===== config.mk =====
export PLATFORM = sky130hd
export DESIGN_NAME = edge_shift_bank
export DESIGN_NICKNAME = d
export VERILOG_FILES = /design/src/rtl/edge_shift_pkg.sv /design/src/rtl/edge_shift_stage.sv /design/src/rtl/edge_shift_bank.sv
export SDC_FILE = /design/constraint.sdc
export NUM_CORES = 1
export LEC_CHECK = 0
export BUFFER_PORTS_ARGS = -buffer_cell sky130_fd_sc_hd__buf_2
export CAP_MARGIN = 40
export CELL_PAD_IN_SITES_DETAIL_PLACEMENT = 0
export CELL_PAD_IN_SITES_GLOBAL_PLACEMENT = 2
export CORE_MARGIN = 4
export CORE_UTILIZATION = 25
export CTS_CLUSTER_DIAMETER = 60
export DETAILED_ROUTE_END_ITERATION = 8
export PLACE_DENSITY = 0.63
export SYNTH_ARGS = -nofsm -noshare
export SYNTH_HDL_FRONTEND = slang
export SYNTH_SLANG_ARGS = --single-unit
export TNS_END_PERCENT = 100

===== constraint.sdc =====
create_clock -name clk -period 1.7 [get_ports clk]
set_input_delay 0.34 -clock clk [delete_from_list [all_inputs] [get_ports clk]]
set_output_delay 0.34 -clock clk [all_outputs]
set_load 0.1 [all_outputs]

===== src/rtl/edge_shift_pkg.sv =====
// Purpose : shared defaults and helpers for the edge_shift_bank register bank.
// Latency : n/a (package only).
// Backpressure: n/a; the bank stalls on its clock enable and has no handshake.
package edge_shift_pkg;

   localparam int   DEF_WIDTH       = 5;
   localparam int   DEF_DEPTH       = 4;
   // Reset values are expressed per bit so they can be replicated to any WIDTH.
   localparam logic DEF_RST_POS_BIT = 1'b0;
   localparam logic DEF_RST_NEG_BIT = 1'b1;

   // Bits needed to count 0..depth inclusive.
   function automatic int fill_width(input int depth);
      return (depth < 1) ? 1 : $clog2(depth + 1);
   endfunction

endpackage


===== src/rtl/edge_shift_stage.sv =====
// Purpose : one WIDTH-bit rising-edge register with synchronous reset value and enable.
// Latency : d appears on q one enabled rising edge later.
// Backpressure: en low holds q; reset overrides enable.
// Ports   : clk, rst (sync, active-high), en, d -> q.
module edge_shift_stage #(
   parameter int               WIDTH   = 5,
   parameter logic [WIDTH-1:0] RST_VAL = '0
) (
   input  logic             clk,
   input  logic             rst,
   input  logic             en,
   input  logic [WIDTH-1:0] d,
   output logic [WIDTH-1:0] q
);

   always_ff @(posedge clk) begin
      if (rst) begin
         q <= RST_VAL;
      end else if (en) begin
         q <= d;
      end
   end

endmodule


===== src/rtl/edge_shift_bank.sv =====
// Purpose : DEPTH-stage WIDTH-bit shift pipeline with optional recirculation, fill
//           counter and a falling-edge re-timed copy of the last stage.
// Latency : din -> q_pos after DEPTH enabled rising edges; q_pos -> q_neg on the
//           next falling edge with cen=1.
// Backpressure: cen low stalls every register (stages, fill, q_neg); no handshake.
// Ports   : clk, rst (sync, active-high), cen, rot, din -> q_pos, q_neg, fill, valid.
module edge_shift_bank
   import edge_shift_pkg::*;
#(
   parameter int               WIDTH   = DEF_WIDTH,
   parameter int               DEPTH   = DEF_DEPTH,
   parameter logic [WIDTH-1:0] RST_POS = {WIDTH{DEF_RST_POS_BIT}},
   parameter logic [WIDTH-1:0] RST_NEG = {WIDTH{DEF_RST_NEG_BIT}}
) (
   input  logic                            clk,
   input  logic                            rst,
   input  logic                            cen,
   input  logic                            rot,
   input  logic [WIDTH-1:0]                din,
   output logic [WIDTH-1:0]                q_pos,
   output logic [WIDTH-1:0]                q_neg,
   output logic [fill_width(DEPTH)-1:0]    fill,
   output logic                            valid
);

   localparam int            FW       = fill_width(DEPTH);
   localparam logic [FW-1:0] FILL_MAX = FW'(DEPTH);

   logic [WIDTH-1:0] stage_q [DEPTH];
   logic [WIDTH-1:0] stage0_d;
   logic [FW-1:0]    fill_q;
   logic [WIDTH-1:0] neg_q;

   // With DEPTH=1 recirculation feeds the single stage its own value, so it holds.
   assign stage0_d = rot ? stage_q[DEPTH-1] : din;

   for (genvar i = 0; i < DEPTH; i++) begin : g_stage
      if (i == 0) begin : g_first
         edge_shift_stage #(
            .WIDTH   (WIDTH),
            .RST_VAL (RST_POS)
         ) u_stage (
            .clk (clk),
            .rst (rst),
            .en  (cen),
            .d   (stage0_d),
            .q   (stage_q[i])
         );
      end else begin : g_rest
         edge_shift_stage #(
            .WIDTH   (WIDTH),
            .RST_VAL (RST_POS)
         ) u_stage (
            .clk (clk),
            .rst (rst),
            .en  (cen),
            .d   (stage_q[i-1]),
            .q   (stage_q[i])
         );
      end
   end

   // Counts enabled shifts since reset; recirculating shifts count too.
   always_ff @(posedge clk) begin
      if (rst) begin
         fill_q <= '0;
      end else if (cen && (fill_q != FILL_MAX)) begin
         fill_q <= fill_q + FW'(1);
      end
   end

   // Half-cycle re-timing of the last stage; rst/cen are re-sampled on this edge,
   // so a pulse seen only here affects only q_neg.
   always_ff @(negedge clk) begin
      if (rst) begin
         neg_q <= RST_NEG;
      end else if (cen) begin
         neg_q <= stage_q[DEPTH-1];
      end
   end

   assign q_pos = stage_q[DEPTH-1];
   assign q_neg = neg_q;
   assign fill  = fill_q;
   assign valid = (fill_q == FILL_MAX);

endmodule


==> flow_summary.json <==
{
  "dp_hpwl_mm": 1.74,
  "slowest_delay_ps": 350,
  "ys_types": 19,
  "grt_max_degree": 17,
  "rsz0062_at_grt": "yes",
  "critPathRequiredTime_ps": 1360,
  "antenna_found_initial": 0,
  "synth-seq-area-share": 0.480,
  "crit_type": "reg -> out",
  "setup_viol": 5,
  "grt_use_total": 0.0846,
  "via_per_inst": 4.34,
  "ys_warn_count": 0,
  "synth_top_cell_by_area": "dfxtp_1",
  "synth_top_area_frac": 0.480,
  "synth_edf_count": 0,
  "htreeDepth": 1,
  "root_buffer": "clkbuf_8",
  "status": "finished with violations",
  "synth.top_cells.by_count": "28 x dfxtp_1, 21 x mux2i_1, 21 x nor2_1, 6 x nor2b_1",
  "synth_cells": 107,
  "io_pins": 23,
  "clock-sinks": 28,
  "ant_nets": 0,
  "initial_core_util": 0.263,
  "holdPathStages": 3,
  "cp_num_cells": 1,
  "clock_path_buffers": 2,
  "p_leak_nw": 0.714,
  "synth_area_leaders": "dfxtp_1 48%, mux2i_1 18%, nor2_1 6.7%",
  "grt_pass1_vias": 837,
  "seq_power_share": 0.455,
  "grt-ovfl-total": 0,
  "die_w_um": 76.4,
  "syn-num-nets": 118,
  "place_congestion": 0.672,
  "arrival_ps": 1710,
  "syn_area_sq_um": 1170,
  "final_core_util": 0.347,
  "synth_seq_cells": 28,
  "combPwrFrac": 0.179,
  "path_max_fanout": 2,
  "crit_family": "flip-flops",
  "post_cts_buffers": 0,
  "clk_latency_ps": 340,
  "slowest_stage": "dfxtp_4",
  "finalMaxSlewViolations": 0,
  "end_kind": "output port",
  "worstMarginPinSlew_ps": 488,
  "hold_class": "in -> reg",
  "vias": 820,
  "swShare": 0.281,
  "numCtsBuffers": 3,
  "cp_cell_sequence": "buf_12",
  "std_cell_rows": 24,
  "crit_path_start_kind": "flop",
  "violations": "setup timing",
  "wl_mm": 2.32,
  "holdWs_ps": 422,
  "cp_num_buf_inv": 1,
  "routedWlPerCell_um": 12.3,
  "yosys_most_used_dff": "dfxtp_1",
  "power.total_mw": 1.55,
  "drc": 0,
  "final-hold-violation-count": 0,
  "port_buffers": 22,
  "die_h_um": 76.4,
  "powerDensity_nw_per_um2": 1010,
  "worst_slack_ps": -352,
  "yosys.cell_count.top_type": "dfxtp_1",
  "tns_ps": -1710,
  "area_delta_synth_final_pct": 32.0,
  "hold_buffers": 0,
  "netSwitchingPower_mw": 0.435,
  "drt_iter0_drc": 11,
  "drive_above_1_share": 0.416,
  "cap_violations": 0,
  "dp_cells": 181,
  "antenna_cells": 0,
  "grt_pass1_wl_mm": 3.93,
  "skew_ps": 67.2,
  "cts_tree": "done",
  "path_clk_slew_ps": 100,
  "nFillCells": 454,
  "firstDrtPassIters": 2,
  "relSlewSlack": 0.677,
  "pwr-share-clk": 0.366,
  "irDropWorstVdd_mv": 0.428,
  "async_flop_share": 0,
  "coreArea_sq_um": 4440,
  "syn_area_per_cell_sq_um": 10.9,
  "finalNetCount": 149,
  "die_area_sq_um": 5830,
  "r2r_cells": 1,
  "p_int_mw": 1.12,
  "final_cells": 189
}
[power groups by stage]
stage	clock network (mW)	registers, mW	logic (mW)
final	0.568	0.705	0.278
after global routing	0.615	0.709	0.297
after CTS	0.584	0.706	0.279
after detailed placement	0.0217	0.720	0.278
after global placement	0.0217	0.720	0.273
after floorplan	0.0217	0.816	0.112
[metal layers]
layer | global-route usage | wire length [um]
met5 | 0 | 0
met4 | 0.0380 | 31
met3 | 0.0296 | 132
met2 | 0.137 | 1070
met1 | 0.100 | 1080
[stage by stage]
| stage | setup slack (ps) | instance area [sq um] |
|---|---|---|
| 3_5_place_dp | -220 | 1450 |
| 3_3_place_gp | -170 | 1450 |
| 6_report | -352 | 1540 |
| 5_1_grt | -379 | 1540 |
| 4_1_cts | -364 | 1540 |
| 2_1_floorplan | -90.6 | 1220 |
[cell usage in the layout (no fill, tap or decap), types with 2 or more instances in the layout]
cell type / netlist / routed
nor2_1: 21 / 21
buf_2: 3 / 16
nand2b_1: 2 / 2
a211oi_2: 5 / 5
buf_4: 0 / 8
clkbuf_8: 0 / 3
dfxtp_4: 0 / 6
mux2i_1: 21 / 21
nor2b_1: 6 / 6
buf_12: 0 / 6
dfxtp_2: 0 / 7
dfxtp_1: 28 / 15
a211o_1: 5 / 5
inv_1: 3 / 7
[final timing paths]
kind	from	endpoint	slack [ps]
hold reg to reg	fill[1]	fill[1]	500
hold / removal	din[0]	g_stage[0].g_first.u_stage.q[0]	420
setup reg to reg	g_stage[3].g_rest.u_stage.q[3]	q_neg[3]	150
setup / recovery	q_neg[2]	q_neg[2]	-350
[registers in the layout (all words and copies together) (netlist names)]
register,cells
fill,3
g_stage.g_first.u_stage.q,5
g_stage.g_rest.u_stage.q,15
q_neg,5
[final cells by class]
cell class,count,area (sq um),share of cell area
Clock inverter,6,48.8,0.0316
Clock buffer,3,41.3,0.0268
Sequential cell,28,592,0.384
Multi-Input combinational cell,68,528,0.342
Timing Repair Buffer,30,260,0.169
Tap cell,52,65.1,0.0422
Inverter,2,7.51,0.00487
[cell families (layout without fill, tap and decap cells)]
kind of cell | count (synthesis) | after routing | synth area share
buffers and inverters | 11 | 41 | 0.0717
AO/OA/AOI/OAI | 12 | 12 | 0.105
flip-flops | 28 | 28 | 0.480
adder cells (fa/ha/maj) | 2 | 2 | 0.0214
AND/OR/NAND/NOR | 32 | 32 | 0.133
multiplexers | 22 | 22 | 0.190
[repair_timing]
item / in CTS / in global routing
endpoints found under the hold margin: 0 / 0
endpoints found under the setup margin: 5 / 6
gates resized for setup: 0 / 1
Power figures use the tool's default switching activity.
